## config.mk

```make
export PLATFORM = sky130hd
export DESIGN_NAME = frequency_detect
export DESIGN_NICKNAME = d
export VERILOG_FILES = /design/src/rtl/frequency_detect.sv
export SDC_FILE = /design/constraint.sdc
export NUM_CORES = 1
export LEC_CHECK = 0
export ABC_AREA = 0
export CAP_MARGIN = 20
export CELL_PAD_IN_SITES_DETAIL_PLACEMENT = 1
export CELL_PAD_IN_SITES_GLOBAL_PLACEMENT = 2
export CORE_MARGIN = 2
export CORE_UTILIZATION = 38
export DETAILED_ROUTE_END_ITERATION = 12
export DONT_BUFFER_PORTS = 1
export GPL_ROUTABILITY_DRIVEN = 0
export PLACE_DENSITY = 0.83
export SLEW_MARGIN = 20
export SYNTH_ARGS = -nofsm -noshare
export SYNTH_HDL_FRONTEND = slang
export SYNTH_SLANG_ARGS = --single-unit
```

## constraint.sdc

```tcl
create_clock -name clk_i -period 3.4 [get_ports clk_i]
set_input_delay 0.85 -clock clk_i [delete_from_list [all_inputs] [get_ports clk_i]]
set_output_delay 0.85 -clock clk_i [all_outputs]
set_load 0.01 [all_outputs]
```

## src/rtl/frequency_detect.sv

```systemverilog
`default_nettype none
// ============================================================================
// frequency_detect : hysteretic zero-crossing period timer with Hz divider
// Revision         : 1.0
// ============================================================================
module frequency_detect #(
  parameter int width_p    = 12,
  parameter int clk_freq_p = 12_000_000,
  parameter int hyst_p     = 64,
  parameter int timeout_p  = clk_freq_p / 16
) (
  input  logic               clk_i,
  input  logic               reset_i,
  input  logic [width_p-1:0] data_i,
  input  logic               valid_i,
  output logic               ready_o,
  output logic [15:0]        freq_o,
  output logic               valid_o,
  input  logic               ready_i
);

  localparam int                         cnt_w_lp    = $clog2(timeout_p + 1);
  localparam logic [cnt_w_lp-1:0]        timeout_lp  = cnt_w_lp'(timeout_p);
  localparam logic [cnt_w_lp-1:0]        cnt_one_lp  = cnt_w_lp'(1);
  localparam logic [31:0]                dividend_lp = 32'(clk_freq_p);
  localparam logic signed [width_p-1:0]  hyst_pos_lp = width_p'(hyst_p);
  localparam logic signed [width_p-1:0]  hyst_neg_lp = -hyst_pos_lp;

  typedef enum logic [1:0] {SL_UNKNOWN = 2'd0, SL_LOW = 2'd1, SL_HIGH = 2'd2} slice_e;
  typedef enum logic [1:0] {ST_IDLE = 2'd0, ST_DIV = 2'd1, ST_HOLD = 2'd2} state_e;

  slice_e                slice_q, slice_d;
  state_e                state_q, state_d;
  logic                  ready_q;
  logic                  have_ref_q, have_ref_d;
  logic [cnt_w_lp-1:0]   cnt_q, cnt_d;
  logic                  req_q, req_d;
  logic [cnt_w_lp-1:0]   req_period_q, req_period_d;
  logic                  pend_v_q, pend_v_d;
  logic [cnt_w_lp-1:0]   pend_period_q, pend_period_d;
  logic [cnt_w_lp-1:0]   divisor_q, divisor_d;
  logic [cnt_w_lp-1:0]   rem_q, rem_d;
  logic [31:0]           quo_q, quo_d;
  logic [5:0]            step_q, step_d;
  logic [15:0]           freq_q, freq_d;
  logic                  valid_q, valid_d;

  logic                  accept, crossing, timeout;
  logic                  load;
  logic [cnt_w_lp-1:0]   load_period;
  logic [cnt_w_lp:0]     rem_sh, div_sub;

  // Slicer, period counter and request generation
  always_comb begin
    accept       = valid_i & ready_q;
    slice_d      = slice_q;
    crossing     = 1'b0;
    if (accept) begin
      if ($signed(data_i) < hyst_neg_lp) begin
        slice_d = SL_LOW;
      end else if (($signed(data_i) > hyst_pos_lp) && (slice_q == SL_LOW)) begin
        slice_d  = SL_HIGH;
        crossing = 1'b1;
      end
    end
    timeout      = have_ref_q && (cnt_q == timeout_lp) && !crossing;
    cnt_d        = cnt_q;
    if (crossing) begin
      cnt_d = cnt_one_lp;
    end else if (cnt_q != timeout_lp) begin
      cnt_d = cnt_q + cnt_one_lp;
    end
    have_ref_d   = have_ref_q;
    req_d        = 1'b0;
    req_period_d = req_period_q;
    if (crossing) begin
      have_ref_d = 1'b1;
      if (have_ref_q) begin
        req_d        = 1'b1;
        req_period_d = cnt_q;
      end
    end else if (timeout) begin
      have_ref_d   = 1'b0;
      req_d        = 1'b1;
      req_period_d = '0;
    end
  end

  // Divider FSM with one-deep newest-wins pending slot
  always_comb begin
    state_d       = state_q;
    divisor_d     = divisor_q;
    rem_d         = rem_q;
    quo_d         = quo_q;
    step_d        = step_q;
    freq_d        = freq_q;
    valid_d       = valid_q;
    pend_v_d      = pend_v_q;
    pend_period_d = pend_period_q;
    load          = 1'b0;
    load_period   = pend_period_q;
    rem_sh        = {rem_q, quo_q[31]};
    div_sub       = rem_sh - {1'b0, divisor_q};
    case (state_q)
      ST_IDLE: begin
        if (req_q) begin
          load        = 1'b1;
          load_period = req_period_q;
          pend_v_d    = 1'b0;
        end else if (pend_v_q) begin
          load     = 1'b1;
          pend_v_d = 1'b0;
        end
      end
      ST_DIV: begin
        if (step_q == 6'd32) begin
          state_d = ST_HOLD;
          valid_d = 1'b1;
          freq_d  = (|quo_q[31:16]) ? 16'hFFFF : quo_q[15:0];
        end else begin
          step_d = step_q + 6'd1;
          if (rem_sh >= {1'b0, divisor_q}) begin
            rem_d = div_sub[cnt_w_lp-1:0];
            quo_d = {quo_q[30:0], 1'b1};
          end else begin
            rem_d = rem_sh[cnt_w_lp-1:0];
            quo_d = {quo_q[30:0], 1'b0};
          end
        end
        if (req_q) begin
          pend_v_d      = 1'b1;
          pend_period_d = req_period_q;
        end
      end
      ST_HOLD: begin
        if (ready_i) begin
          valid_d = 1'b0;
          state_d = ST_IDLE;
          if (pend_v_q) begin
            load     = 1'b1;
            pend_v_d = 1'b0;
          end
        end
        // A request landing on the consume cycle refills the slot
        if (req_q) begin
          pend_v_d      = 1'b1;
          pend_period_d = req_period_q;
        end
      end
      default: state_d = ST_IDLE;
    endcase
    if (load) begin
      if (load_period == '0) begin
        state_d = ST_HOLD;
        valid_d = 1'b1;
        freq_d  = '0;
      end else begin
        state_d   = ST_DIV;
        valid_d   = 1'b0;
        divisor_d = load_period;
        rem_d     = '0;
        quo_d     = dividend_lp;
        step_d    = '0;
      end
    end
  end

  always_ff @(posedge clk_i or negedge reset_i) begin
    if (!reset_i) begin
      slice_q       <= SL_UNKNOWN;
      state_q       <= ST_IDLE;
      ready_q       <= 1'b0;
      have_ref_q    <= 1'b0;
      cnt_q         <= '0;
      req_q         <= 1'b0;
      req_period_q  <= '0;
      pend_v_q      <= 1'b0;
      pend_period_q <= '0;
      divisor_q     <= '0;
      rem_q         <= '0;
      quo_q         <= '0;
      step_q        <= '0;
      freq_q        <= '0;
      valid_q       <= 1'b0;
    end else begin
      slice_q       <= slice_d;
      state_q       <= state_d;
      ready_q       <= 1'b1;
      have_ref_q    <= have_ref_d;
      cnt_q         <= cnt_d;
      req_q         <= req_d;
      req_period_q  <= req_period_d;
      pend_v_q      <= pend_v_d;
      pend_period_q <= pend_period_d;
      divisor_q     <= divisor_d;
      rem_q         <= rem_d;
      quo_q         <= quo_d;
      step_q        <= step_d;
      freq_q        <= freq_d;
      valid_q       <= valid_d;
    end
  end

  assign ready_o = ready_q;
  assign freq_o  = freq_q;
  assign valid_o = valid_q;

endmodule
`default_nettype wire

```

After elaboration in Yosys (flattened, before gate mapping)
Index checks and enable logic that the tools add are counted.
Storage, ports and cells
  register bits after elaboration: 163
  input bits: 16
  output and inout bits: 18
  logic and storage cells: 107
Operators by class
  add/sub/neg operators: 3
  $lt $le $gt $ge: 3
  equality and inequality tests: 12
  multiplexer cells: 53
  bitwise logic cells: 2
  reductions and logical operators: 19
Operators with widths (number)
  $mux 20: 12
  $mux 32: 4
  $mux 16: 5
  $mux 6: 4
  $ge 21x20->1: 1
  $add 20x1->20 const B: 1
  $eq 20x20->1 const B: 1
  $logic_not 20->1: 1
  $ne 20x20->1 const B: 1
  $sub 20x20->20: 1
  $mux 1: 18
  $reduce_or 16->1: 1
  $gt 12x8->1 const B: 1
  $lt 12x7->1 const B: 1
  $mux 2: 6
  $ne 3x3->1 const B: 3
  $reduce_and 3->1: 3
  $add 6x1->6 const B: 1
  $eq 6x6->1 const B: 1
  $ne 2x2->1 const B: 3
  $pmux 2 s3: 1
  $reduce_and 2->1: 3
  $reduce_bool 2->1: 3
  $reduce_bool 3->1: 2
  10 further kinds: 14

Depth between registers and ports, before layout
  depth in word-level cells: 9
  mapped depth: 12
  depth with buffers taken out: 11

Least setup slack after synthesis
No wires, ideal clock.
  path type: flip-flop to flip-flop
  start point: register rem_q[11]
  end point: register rem_q[14]
  library setup time: 0.126 ns
  data arrival time: 2.411 ns
  data required time: 3.274 ns
  path slack: 0.863 ns
  stages on the path, launching flop included: 11
  buffers on the path: 3
  period minus slack after synthesis: 2.537 ns
  cell sequence: dfrtp_1 ha_1 buf_6 a21o_1 a31o_4 a221oi_4 a21oi_2 or3_1 buf_6 buf_8 a221o_1
Between the ends
  longest elaborated chain between the ends: 6
  elaborated cells on any way between the ends: 7
  those cells by class: 1 x add/sub; 1 x order compare; 5 x mux
Ends and longest elaborated chain
  start: declaration: line 42  | logic [cnt_w_lp-1:0] rem_q, rem_d;
  start signal: assignment: line 196  | rem_q <= rem_d;
  $sub 20x20->20 or $ge 21x20->1 (tied branches): line 103, 122
  $mux 20 (*): line 122  | if (rem_sh >= {1'b0, divisor_q}) begin
  $mux 20 (*): line 116  | if (step_q == 6'd32) begin
  $mux 20 (*): line 104  | case (state_q)
  $mux 20: line 153  | if (load_period == '0) begin
  $mux 20 (*): line 152  | if (load) begin
  via rem_d[14]: line 42
Mark *: on every way through the listed nets, which the timed path passes. The rest lies on a longest branch.
A chain may end at the register's enable or synchronous reset.

Worst setup path in the final report
  start point: register rem_q[10]
  end point: register rem_q[14]
The elaborated chain is that of the path after synthesis.

==> flow_summary.json <==
{
  "status": "complete, no violations",
  "crit_path_end_kind": "flip-flop",
  "cp.arrival_ps": 3250,
  "hold_slack_ps": 101.0,
  "ys_types": 67,
  "cts_resized": 0,
  "portBuffers": 0,
  "cts_tree": "built",
  "hold_path_class": "in2async",
  "fp-row-count": 54,
  "relSlewSlack_pct": 45.14,
  "vias": 6329,
  "yosysSeqAreaShare_pct": 48.55,
  "clk_latency_ps": 440,
  "synthesis.area_um2": 8402,
  "grt_pass1_vias": 6620,
  "htreeDepth": 4,
  "finClkSkew_ps": 15.82,
  "n_fill_cell": 2501,
  "clock-sinks": 163,
  "synth_area_per_cell_um2": 9.747,
  "async_reset_ff_share_pct": 100.0,
  "synth_top_cell_by_area": "dfrtp_1",
  "start_kind": "flip-flop",
  "grt_pass1_wl_um": 35850,
  "worstPathMaxFanout": 11,
  "power_leakage_nw": 4.254,
  "drtIter0Drc": 380,
  "avgViaCountPerCell": 5.532,
  "fin_tns_setup_ps": 0,
  "grt_usage_pct": 18.93,
  "power.density_nw_per_um2": 835.3,
  "io_pins": 34,
  "critPathKind": "reg2reg",
  "cpMaxStageDelayCell": "ha_1",
  "cpLargestDelayFamily": "simple AND/OR/NAND/NOR gates",
  "synthesis.nets": 907,
  "first_pass_iters": 4,
  "synth_most_common_cell": "dfrtp_1",
  "ctsHoldBuffers": 0,
  "yosysWarningCount": 0,
  "drt_drc_violations_left": 0,
  "clk_pin_slew_ps": 70,
  "synth_top_area_share_pct": 48.55,
  "synthCells": 862,
  "cp.required_ps": 3720,
  "die_w_um": 152.7,
  "drv_cap": 0,
  "ys_ff_latch": 163,
  "cts_max_path_buffers": 2,
  "power_mw": 7.752,
  "crit_path_max_incr_delay_ps": 510,
  "path_cells": "ha_1 -> nand4_1 -> nor4_1 -> inv_1 -> a211oi_2 -> or3_1 -> buf_4 -> nor2_1 -> a221o_1",
  "grt-ovfl-total": 0,
  "hold_violations": 0,
  "ant_nets": 0,
  "synthTopCellsByCount": "dfrtp_1 (163), nand2_1 (126), nor2_1 (51), a21oi_1 (50), o21ai_0 (48)",
  "chipHeight_um": 152.7,
  "numCtsBuffers": 17,
  "wl_per_cell_um": 18.30,
  "setup_viol": 0,
  "rsz0062_at_grt": "false",
  "vdd_ir_drop_max_mv": 0.3964,
  "path_buf_inv": 2,
  "grt_start_max_net_pins": 164,
  "routed_wirelength_um": 20940,
  "core_area_um2": 21760,
  "area_growth_pct": 10.47,
  "dp_hpwl_um": 14440,
  "synth_edf_count": 0,
  "post-route-period-util_pct": 86.23,
  "worst_pin_slew_ps": 820.9,
  "post-cts-setup-buffers": 0,
  "start_util_pct": 38.62,
  "max_freq_mhz": 341.1,
  "synth.area.top_cells": "dfrtp_1 (49%), nand2_1 (5.6%), ha_1 (4.2%)",
  "cts-root-buf": "clkbuf_16",
  "placedCellCount": 1112,
  "final_nets": 896,
  "finalMaxSlewViolations": 0,
  "final_cell_count_no_fill": 1144,
  "antenna_found_initial": 0,
  "drive_gt1_share_pct": 11.34,
  "min_period_ps": 2932,
  "num_antenna_cells": 0,
  "fin_area_um2": 9281,
  "synthFlopType": "dfrtp_1",
  "placed_cell_area_um2": 8675,
  "dieArea_um2": 23320
}
path summary, 6_finish.rpt:
check / startpoint / to / slack [ps] / depth (start not counted)
setup / recovery: rem_q[10]$_DFF_PN0_ / rem_q[14]$_DFF_PN0_ / 470 / 9
hold / removal: reset_i / quo_q[26]$_DFF_PN0_ / 100 / 0
setup reg to reg: rem_q[10]$_DFF_PN0_ / rem_q[14]$_DFF_PN0_ / 470 / 9
hold reg to reg: divisor_q[18]$_DFFE_PN0P_ / divisor_q[18]$_DFFE_PN0P_ / 490 / 2
max in group asynchronous: reset_i / divisor_q[6]$_DFFE_PN0P_ / 3090 / 0
min in group clk_i: divisor_q[18]$_DFFE_PN0P_ / divisor_q[18]$_DFFE_PN0P_ / 490 / 2
sequential cells by signal, summed over array words and instances (netlist names), 6 cells and up:
name / flops
req_period_q: 20
cnt_q: 20
step_q: 6
freq_o: 16
divisor_q: 20
pend_period_q: 20
quo_q: 32
rem_q: 20
placed cells by master (no fill, tap or decap), types with 3 or more instances in the layout:
cell type  Yosys  routed
xor2_1        13      13
nor2_1        51      51
inv_8          0       5
and2_1         6       6
buf_4          1      16
a22o_1        20      20
o21ai_0       48      47
o221a_2       16      16
nand2b_1       5       5
inv_1         45      45
a311oi_1       4       4
o21a_1         6       6
nor4_1        20      20
nand2_1      126     126
mux2_2        21      21
clkinv_8       0       4
a21oi_1       50      49
a21boi_0       3       3
or4_1          5       5
a31oi_1        3       3
nand4_1       17      17
a21o_1        10      10
nor3_1        11      11
a211oi_1       7       7
nand3_1       42      42
mux2i_1       25      25
dfrtp_1      163     163
clkbuf_16      0      17
xnor2_1       13      13
o31ai_1        3       3
or3_1          6       6
clkinv_4       0       3
and4_1         3       3
o211ai_1       7       7
ha_1          28      28
final cells by class:
type | instances | area, um^2 | share of cell area, %
Multi-Input combinational cell | 608 | 3956 | 42.63
Tap cell | 280 | 350.3 | 3.775
Sequential cell | 163 | 4079 | 43.95
Inverter | 45 | 168.9 | 1.820
Timing Repair Buffer | 16 | 120.1 | 1.294
Clock inverter | 15 | 181.4 | 1.955
Clock buffer | 17 | 425.4 | 4.583
power by group:
group / internal (mW) / switching [mW] / leakage (nW)
Clock: 1.00 / 0.946 / 0.296
Combinational: 1.22 / 1.71 / 1.85
Sequential: 2.40 / 0.472 / 2.11
Total: 4.62 / 3.13 / 4.25
through the flow:
| stage | util, % | setup slack, ps |
|---|---|---|
| after global placement | 39.87 | 592.4 |
| after CTS | 42.66 | 476.6 |
| after floorplan | - | 862.5 |
| after detailed placement | 39.87 | 514.8 |
| after global routing | 42.66 | 211.2 |
| final | 42.66 | 468.3 |
cells by family after synthesis:
logic type,Yosys count,synth area share (%)
and+or+nand+nor,305,17.10
DFF,163,48.55
buffers and inverters,91,4.497
AOI/OAI and AO/OA,201,16.90
muxes,46,5.793
other,1,0.04463
adders and majority gates,29,4.408
xor gates and xnor gates,26,2.710
worst register-to-register path: cells and delay by family (launching register included):
kind | cells | cell delay [ps]
and+or+nand+nor | 4 | 1030
DFF | 1 | 400
adders and majority gates | 1 | 510
buffers and inverters | 2 | 380
AOI/OAI and AO/OA | 2 | 510
per-layer routing:
layer	part of all wire [%]	vias to the layer above	global-route usage (%)
met5	0	-	0
met4	0.98	0	5.203
met3	2.7	15	3.299
met2	47	73	29.47
met1	49	3178	27.37
li1	-	3063	-
(Power assumes the default switching activity.)
